## config.mk

```make
export PLATFORM = sky130hd
export DESIGN_NAME = keypad_scanner
export DESIGN_NICKNAME = d
export VERILOG_FILES = /design/src/rtl/keypad_scanner.sv
export SDC_FILE = /design/constraint.sdc
export NUM_CORES = 1
export LEC_CHECK = 0
export BUFFER_PORTS_ARGS = -buffer_cell sky130_fd_sc_hd__buf_2
export CAP_MARGIN = 20
export CORE_ASPECT_RATIO = 0.8
export CORE_MARGIN = 2
export CORE_UTILIZATION = 52
export DETAILED_ROUTE_END_ITERATION = 10
export PLACE_DENSITY = 0.77
export SYNTH_ARGS = -nofsm -noshare
export SYNTH_HDL_FRONTEND = slang
export SYNTH_SLANG_ARGS = --single-unit
export TNS_END_PERCENT = 100
```

## constraint.sdc

```tcl
create_clock -name clk -period 2.24 [get_ports clk]
set_clock_uncertainty 0.2 [all_clocks]
set_input_delay 0 -clock clk [delete_from_list [all_inputs] [get_ports clk]]
set_output_delay 0 -clock clk [all_outputs]
set_load 0.005 [all_outputs]
```

## src/rtl/keypad_scanner.sv

```systemverilog
// rtl/keypad_scanner.sv - ROWS x COLS key matrix scanner with debounce and valid/ack key output
//
// Purpose: drives one column low at a time, samples the (synchronized) row lines once per
// column dwell, debounces press and release, and hands one key code per press to the core.
//
// Ports:
//   clk        in   1     system clock
//   rst_n      in   1     asynchronous reset, active low
//   row        in   ROWS  raw row lines, async to clk, low = pressed
//   col        out  COLS  column drive, exactly one bit low
//   key_code   out  KW    accepted key = row_index*COLS + col_index
//   key_valid  out  1     high from accept until the cycle after key_ack
//   key_ack    in   1     consumer acknowledge
//   key_held   out  1     accepted key still physically down
//   overrun    out  1     sticky: key accepted while key_valid was high; cleared by key_ack
//
// Optional feature macro: KEYPAD_REPEAT_EN (typematic repeat while a key stays held).
module keypad_scanner #(
  parameter int ROWS     = 4,
  parameter int COLS     = 4,
  parameter int SCAN_DIV = 50000,
  parameter int DEBOUNCE = 4,
  localparam int KW      = $clog2(ROWS * COLS)
) (
  input  logic            clk,
  input  logic            rst_n,
  input  logic [ROWS-1:0] row,
  output logic [COLS-1:0] col,
  output logic [KW-1:0]   key_code,
  output logic            key_valid,
  input  logic            key_ack,
  output logic            key_held,
  output logic            overrun
);

  localparam int CW  = (COLS > 1) ? $clog2(COLS) : 1;
  localparam int RW  = (ROWS > 1) ? $clog2(ROWS) : 1;
  localparam int DW  = (SCAN_DIV > 1) ? $clog2(SCAN_DIV) : 1;
  localparam int DBW = $clog2(DEBOUNCE + 1);

  typedef enum logic [1:0] {
    ST_SCAN,
    ST_DEBOUNCE,
    ST_PRESSED,
    ST_RELEASE
  } state_t;

  state_t          state_q, state_d;
  logic [ROWS-1:0] row_meta_q, row_meta_d;
  logic [ROWS-1:0] row_sync_q, row_sync_d;
  logic [DW-1:0]   dwell_q, dwell_d;
  logic [CW-1:0]   col_idx_q, col_idx_d;
  logic [RW-1:0]   row_idx_q, row_idx_d;
  logic [DBW-1:0]  dbc_q, dbc_d;
  logic [KW-1:0]   key_code_q, key_code_d;
  logic            key_valid_q, key_valid_d;
  logic            overrun_q, overrun_d;
`ifdef KEYPAD_REPEAT_EN
  logic [5:0]      rpt_q, rpt_d;
`endif

  logic            sample;
  logic            any_low;
  logic [RW-1:0]   low_idx;
  logic [RW-1:0]   row_sel;
  logic            row_low;
  logic            accept;
  logic [CW-1:0]   col_next;
  logic [KW-1:0]   code_new;

  // Two-stage synchronizer for the asynchronous row lines.
  always_comb begin
    row_meta_d = row;
    row_sync_d = row_meta_q;
  end

  // Column dwell timer; rows are only looked at on the last cycle of each dwell.
  always_comb begin
    sample  = (dwell_q == DW'(SCAN_DIV - 1));
    dwell_d = sample ? '0 : dwell_q + DW'(1);
  end

  // Lowest-index pressed row: iterate downwards so the smallest index wins.
  always_comb begin
    any_low = 1'b0;
    low_idx = '0;
    for (int i = ROWS - 1; i >= 0; i--) begin
      if (!row_sync_q[i]) begin
        any_low = 1'b1;
        low_idx = RW'(i);
      end
    end
  end

  always_comb begin
    col_next = (col_idx_q == CW'(COLS - 1)) ? '0 : col_idx_q + CW'(1);
    row_low  = !row_sync_q[row_idx_q];
    // In SCAN the row is not latched yet (only matters when DEBOUNCE accepts on detection).
    row_sel  = (state_q == ST_SCAN) ? low_idx : row_idx_q;
    code_new = KW'(int'(row_sel) * COLS + int'(col_idx_q));
  end

  // Scan / debounce state machine.
  always_comb begin
    state_d   = state_q;
    col_idx_d = col_idx_q;
    row_idx_d = row_idx_q;
    dbc_d     = dbc_q;
    accept    = 1'b0;
`ifdef KEYPAD_REPEAT_EN
    rpt_d     = rpt_q;
`endif
    if (sample) begin
      case (state_q)
        ST_SCAN: begin
          if (any_low) begin
            row_idx_d = low_idx;
            dbc_d     = DBW'(1);
            if (DEBOUNCE <= 1) begin
              accept  = 1'b1;
              state_d = ST_PRESSED;
            end else begin
              state_d = ST_DEBOUNCE;
            end
          end else begin
            col_idx_d = col_next;
          end
        end
        ST_DEBOUNCE: begin
          // Only the latched row counts; other rows of this column are ignored.
          if (row_low) begin
            if (int'(dbc_q) + 1 >= DEBOUNCE) begin
              accept  = 1'b1;
              state_d = ST_PRESSED;
            end else begin
              dbc_d = dbc_q + DBW'(1);
            end
          end else begin
            state_d   = ST_SCAN;
            col_idx_d = col_next;
          end
        end
        ST_PRESSED: begin
          if (!row_low) begin
            if (DEBOUNCE <= 1) begin
              state_d   = ST_SCAN;
              col_idx_d = col_next;
            end else begin
              dbc_d   = DBW'(1);
              state_d = ST_RELEASE;
            end
          end
`ifdef KEYPAD_REPEAT_EN
          // First repeat on the 32nd held sample, then every 8 samples.
          else if (rpt_q == 6'd31) begin
            accept = 1'b1;
            rpt_d  = 6'd24;
          end else begin
            rpt_d = rpt_q + 6'd1;
          end
`endif
        end
        ST_RELEASE: begin
          if (!row_low) begin
            if (int'(dbc_q) + 1 >= DEBOUNCE) begin
              state_d   = ST_SCAN;
              col_idx_d = col_next;
            end else begin
              dbc_d = dbc_q + DBW'(1);
            end
          end else begin
            state_d = ST_PRESSED;
          end
        end
        default: state_d = ST_SCAN;
      endcase
    end
`ifdef KEYPAD_REPEAT_EN
    if (state_q != ST_PRESSED && state_d == ST_PRESSED) begin
      rpt_d = '0;
    end
`endif
  end

  // Output handshake: an ack in the same cycle frees the slot for a new accept.
  always_comb begin
    key_code_d  = key_code_q;
    key_valid_d = key_valid_q;
    overrun_d   = overrun_q;
    if (accept) begin
      if (!key_valid_q || key_ack) begin
        key_code_d  = code_new;
        key_valid_d = 1'b1;
        if (key_ack) begin
          overrun_d = 1'b0;
        end
      end else begin
        overrun_d = 1'b1;
      end
    end else if (key_ack && key_valid_q) begin
      key_valid_d = 1'b0;
      overrun_d   = 1'b0;
    end
  end

  always_ff @(posedge clk or negedge rst_n) begin
    if (!rst_n) begin
      state_q     <= ST_SCAN;
      row_meta_q  <= '1;
      row_sync_q  <= '1;
      dwell_q     <= '0;
      col_idx_q   <= '0;
      row_idx_q   <= '0;
      dbc_q       <= '0;
      key_code_q  <= '0;
      key_valid_q <= 1'b0;
      overrun_q   <= 1'b0;
`ifdef KEYPAD_REPEAT_EN
      rpt_q       <= '0;
`endif
    end else begin
      state_q     <= state_d;
      row_meta_q  <= row_meta_d;
      row_sync_q  <= row_sync_d;
      dwell_q     <= dwell_d;
      col_idx_q   <= col_idx_d;
      row_idx_q   <= row_idx_d;
      dbc_q       <= dbc_d;
      key_code_q  <= key_code_d;
      key_valid_q <= key_valid_d;
      overrun_q   <= overrun_d;
`ifdef KEYPAD_REPEAT_EN
      rpt_q       <= rpt_d;
`endif
    end
  end

  assign col       = ~(COLS'(1) << col_idx_q);
  assign key_code  = key_code_q;
  assign key_valid = key_valid_q;
  assign overrun   = overrun_q;
  assign key_held  = (state_q == ST_PRESSED) || (state_q == ST_RELEASE);

endmodule

```

# After elaboration in Yosys (flattened, before gate mapping)
# Index checks and enable logic that the tools add are counted.
dict set report classes {
  addsub 5
  magnitude_cmp 2
  eq_ne 16
  shifts 1
  muxes 41
  bitwise 1
  n_reduce_logical 14
}
# cell count
set ops {}
lappend ops {{$mux W2} 16}
lappend ops {{$add A16 B1 Y16 const B} 1}
lappend ops {{$eq A16 B16 Y1 const B} 1}
lappend ops {{$mux W16} 1}
lappend ops {{$mux W1} 15}
lappend ops {{$mux W3} 5}
lappend ops {{$ne A2 B2 Y1 const B} 7}
lappend ops {{$pmux W3 S4} 1}
lappend ops {{$reduce_and A5 Y1} 2}
lappend ops {{$ne A3 B3 Y1 const B} 3}
lappend ops {{$pmux W2 S4} 1}
lappend ops {{$eq A2 B2 Y1 const B} 3}
lappend ops {{$pmux W2 S3} 1}
lappend ops {{$reduce_and A2 Y1} 3}
lappend ops {{$reduce_and A6 Y1} 1}
lappend ops {{$add A3 B1 Y4 const B} 1}
lappend ops {{$add A4 B2 Y4} 1}
lappend ops {{$ge A4 B3 Y1 const B} 1}
lappend ops {{$not A4 Y4} 1}
lappend ops {{$shl A1 B2 Y4 const A} 1}
lappend ops {{$add A3 B1 Y3 const B} 1}
lappend ops {{$lt A2 B3 Y1 const B} 1}
lappend ops {{$reduce_and A3 Y1} 1}
lappend ops {{$reduce_bool A3 Y1} 1}
lappend ops {{other kinds (9)} 10}
dict set report totals {
  register_bits 39
  in_bits 7
  out_inout_bits 11
  elab_cells 90
}

# Longest topological paths before layout
dict set report logic_depth {
  depth_word 8
  mapped_depth 7
  ltp_nobuf 6
}

# Least setup slack after synthesis
# OpenSTA, ideal clock, no wires.
dict set report synth_timing {
  path_kind {register to register}
  from {register dbc_q[0]}
  to {register key_code_q[0], in the netlist key_code[0]}
  setup_time_ns 0.125
  arrival_time_ns 1.989
  t_required_ns 1.915
  setup_slack_ns -0.073
  stages_incl_launch_ff 7
  path_buffers 0
  period_less_slack_ns 2.313
  path_cell_list {dfrtp_1 -> ha_1 -> and2_1 -> a21oi_1 -> nand3_4 -> a2111oi_4 -> mux2_2}
}
dict set report synth_between {
  elab_chain_cells 7
}
# element line
set synth_lines {}
lappend synth_lines {{start, declared} 54} ;# logic [DBW-1:0] dbc_q, dbc_d;
lappend synth_lines {{start signal, assigned} 214} ;# dbc_q <= '0;
lappend synth_lines {{start signal, assigned} 228} ;# dbc_q <= dbc_d;
lappend synth_lines {{$add A3 B1 Y4} 132} ;# if (int'(dbc_q) + 1 >= DEBOUNCE) begin
lappend synth_lines {{$ge A4 B3 Y1} 132}
lappend synth_lines {{$mux W1} 132}
lappend synth_lines {{$mux W1} 131} ;# if (row_low) begin
lappend synth_lines {{$mux W1} 114} ;# case (state_q)
lappend synth_lines {{$mux W1} 113} ;# if (sample) begin
lappend synth_lines {{$reduce_and A2 Y1 (no line)} -}
lappend synth_lines {{end signal, assigned} 229} ;# key_code_q <= key_code_d;
lappend synth_lines {{end, declared} 55} ;# logic [KW-1:0] key_code_q, key_code_d;
# Every way passes these cells.
# A chain may end at the register's enable or synchronous reset.

# Final worst setup path
dict set report layout_timing {
  from {register dwell_q[4]}
  to {register key_code_q[0], in the netlist key_code[0]}
}
dict set report layout_between {
  elab_chain_cells 3
}
# element line
set layout_lines {}
lappend layout_lines {{start, declared} 51} ;# logic [DW-1:0] dwell_q, dwell_d;
lappend layout_lines {{start signal, assigned} 225} ;# dwell_q <= dwell_d;
lappend layout_lines {{$eq A16 B16 Y1} 79} ;# sample = (dwell_q == DW'(SCAN_DIV - 1));
lappend layout_lines {{$mux W1} 113}
lappend layout_lines {{$reduce_and A2 Y1 (no line)} -}
# Every way passes these cells.

==> impl_metrics.toml <==
[critical_path]
critPathMaxStageDelay_ps = 420
worstPathRequired_ps = 2210
arrival_ps = 2210
path_class = "register to register"
crit_path_top_delay_cell = "dfrtp_1"
path_cells = "nor4bb_4 > and4_4 > nand3_4 > a2111oi_4 > buf_4 > mux2_4"
cpLargestDelayFamily = "simple AND/OR/NAND/NOR gates"
crit_buf_inv = 1
r2r-start = "dwell_q[4]$_DFF_PN0_"
startpoint_type = "register"
critPathMaxFanout = 4
r2r_cells = 6
cp.depth = 6
cp-end-kind = "register"
crit_start = "dwell_q[4]$_DFF_PN0_"

[sta]
slew_headroom_pct = 45.0
worst_slew_pin_slew_ps = 824
fin_hold_ws_ps = 148
setup_violations = 0
fin_crit_sh_pct = 99.9
maxSlewViolCount = 0
rsz0062_at_grt = "yes"
fmax_ghz = 0.447
hold_viol = 0
period_minus_slack_ps = 2240

[die]
ios = 18
rows = 19
core_area_um2 = 3400
die_h_um = 56.9
die-area_um2 = 3990
fp.dieW_um = 70.1
start_util_pct = 53.4

[synthesis]
synthArstFlopShare_pct = 100
yosysTopAreaCellShare_pct = 42.7
synth.area.top_cells = "dfrtp_1 (43%), dfstp_2 (12%), ha_1 (4.1%), xor2_1 (3.9%), mux2_2 (3.7%)"
synth.largest_area_cell = "dfrtp_1"
synth-seq-cells = 39
syn_avg_cell_area_um2 = 10.9
ys_seq_area_share_pct = 54.3
ys_types = 34
synth_ff_type = "dfrtp_1"
syn-num-nets = 179
synth_area_um2 = 1820
postSynthCellCount = 166
yosysWarnings = 0
synth-edff-count = 0

[final_layout]
diodes = 0
fillers = 270
register_area_um2 = 986
multi_input_area_um2 = 820
area_growth_pct = 25.5
nets = 223
drive_above_1_share_pct = 33.2

[detailed_routing]
dr.pass1.iters = 4
vias = 1337
ant_nets = 0
drc = 0
viasPerCell = 5.28
wl_mm = 3.43
drt_iter0_markers = 50
wl_per_cell_um = 13.6

[power]
power_leakage_nw = 1.08
power.density_nw_per_um2 = 535
power_mw = 1.22
ir_worst_vdd_mv = 0.397

[clocking]
path_clk_slew_ps = 80
clockBufferDepth = 2
cts_tree = "built"
cts-buffers-inserted = 5
clock-sinks = 39
htree_num_levels = 2
insertion_delay_ps = 290
clockRootBuffer = "clkbuf_8"

[grt]
grt_pass1_wl_mm = 5.92
track_usage_pct = 19.0
antenna_found_initial = 0
grt_pass1_vias = 1356
grt_max_degree = 40
gr-total-overflow = 0

[place]
portBuffers = 17
gp_congestion = 0.842
dp_hpwl_mm = 2.48

[outcome]
status = "finished, final reports clean"

[hold_path]
hp-class = "primary input to async pin"

[flow_run]
cap_viol_max_count = 0
-- metrics by stage --
| stage | setup slack (ps) | instance area, um2 | instances | TNS (ps) | utilization [%] |
|---|---|---|---|---|---|
| after floorplan | 12.7 | 1820 | 166 | 0 | - |
| after global placement | 49.9 | 2050 | 235 | 0 | 60.3 |
| after detailed placement | -9.61 | 2050 | 235 | -17.2 | 60.3 |
| after CTS | 12.6 | 2200 | 249 | 0 | 64.6 |
| after global routing | -84.8 | 2280 | 253 | -330 | 67.1 |
| final | 1.89 | 2280 | 253 | 0 | 67.1 |
-- synthesized netlist by cell type, types with 2 or more instances --
| cell type | number |
|---|---|
| clkbuf_1 | 4 |
| xnor2_1 | 4 |
| dfstp_2 | 8 |
| nand3_1 | 7 |
| o21ai_0 | 11 |
| nor2b_1 | 2 |
| nand4_1 | 4 |
| o21a_1 | 2 |
| nand2_1 | 14 |
| xor2_1 | 8 |
| inv_1 | 12 |
| nor3_1 | 2 |
| a21oi_1 | 5 |
| or3_1 | 2 |
| and3_1 | 7 |
| dfrtp_1 | 31 |
| ha_1 | 6 |
| and2_1 | 3 |
| mux2_2 | 6 |
| nor2_1 | 14 |
-- routing by layer --
metal	vias to the layer above	share of wire (%)	track usage, %	wire length [um]
li1	658	-	-	-
met1	645	47	25.1	1600
met2	27	48	31.0	1650
met3	7	3.9	4.67	133
met4	0	1.5	6.59	52
met5	-	0	0	0
-- flip-flops by register name, summed over array words and instances, names as in the netlist, named ones only --
| signal | flops |
|---|---|
| col_idx_q | 2 |
| dwell_q | 16 |
| key_code | 4 |
| state_q | 1 |
| row_sync_q | 4 |
| dbc_q | 3 |
| row_meta_q | 4 |
| key_valid | 1 |
| row_idx_q | 2 |
| overrun | 1 |
-- cells by family (layout without fill, tap and decap cells) --
group	count (synthesis)	in the layout	synth area share (%)
mux	7	7	4.96
flops	39	39	54.3
compound gates	25	25	9.50
buf+inv	17	62	3.72
fa+ha+maj	6	6	4.13
simple gates	60	60	17.6
xor+xnor	12	12	5.79
-- cell usage in the layout (no fill, tap or decap), types with 2 or more instances in the layout --
master	instances
buf_2	17
ha_1	4
buf_4	19
and2_1	2
clkinvlp_4	2
a21oi_1	4
nand2_1	14
ha_2	2
nor2_1	14
dlygate4sd3_1	6
dfstp_2	8
mux2_2	2
clkbuf_8	5
nand4_1	4
nor2b_1	2
inv_1	12
xnor2_1	4
dfrtp_1	31
mux2_4	4
o21a_1	2
or3_1	2
o21ai_0	11
nand3_1	7
nor3_1	2
xor2_1	8
and3_1	6
-- power by group --
group / switching (mW) / total, mW / leakage (nW) / internal [mW]
registers: 0.00502 / 0.722 / 0.503 / 0.717
logic: 0.0240 / 0.0398 / 0.540 / 0.0157
clock network: 0.241 / 0.457 / 0.0402 / 0.216
total: 0.270 / 1.22 / 1.08 / 0.949
-- layout make-up --
type                            instances  area share [%]
Sequential cell                        39            43.2
Timing Repair Buffer                   42            12.6
Inverter                               12            1.98
Clock inverter                          3           0.878
Tap cell                               42            2.31
Multi-Input combinational cell        110            35.9
Clock buffer                            5            3.02
-- path summary, 6_finish.rpt --
path | to | slack (ps)
setup reg to reg | key_code[0]$_DFFE_PN0P_ | 2
min in group clk | row_meta_q[0]$_DFF_PN1_ | 150
hold / removal | col_idx_q[1]$_DFFE_PN0P_ | 150
max in group asynchronous | state_q[0]$_DFFE_PN0P_ | 1180
hold reg to reg | row_sync_q[2]$_DFF_PN1_ | 160
setup / recovery | key_code[0]$_DFFE_PN0P_ | 2
-- timing repair --
action | CTS | global route
buffers inserted | 0 | 4
setup endpoints to repair | 4 | 4
hold buffers | 6 | 0
endpoints found under the hold margin | 37 | 0
pin swaps | 1 | 4
resized for setup | 0 | 12
(Power assumes the default switching activity.)
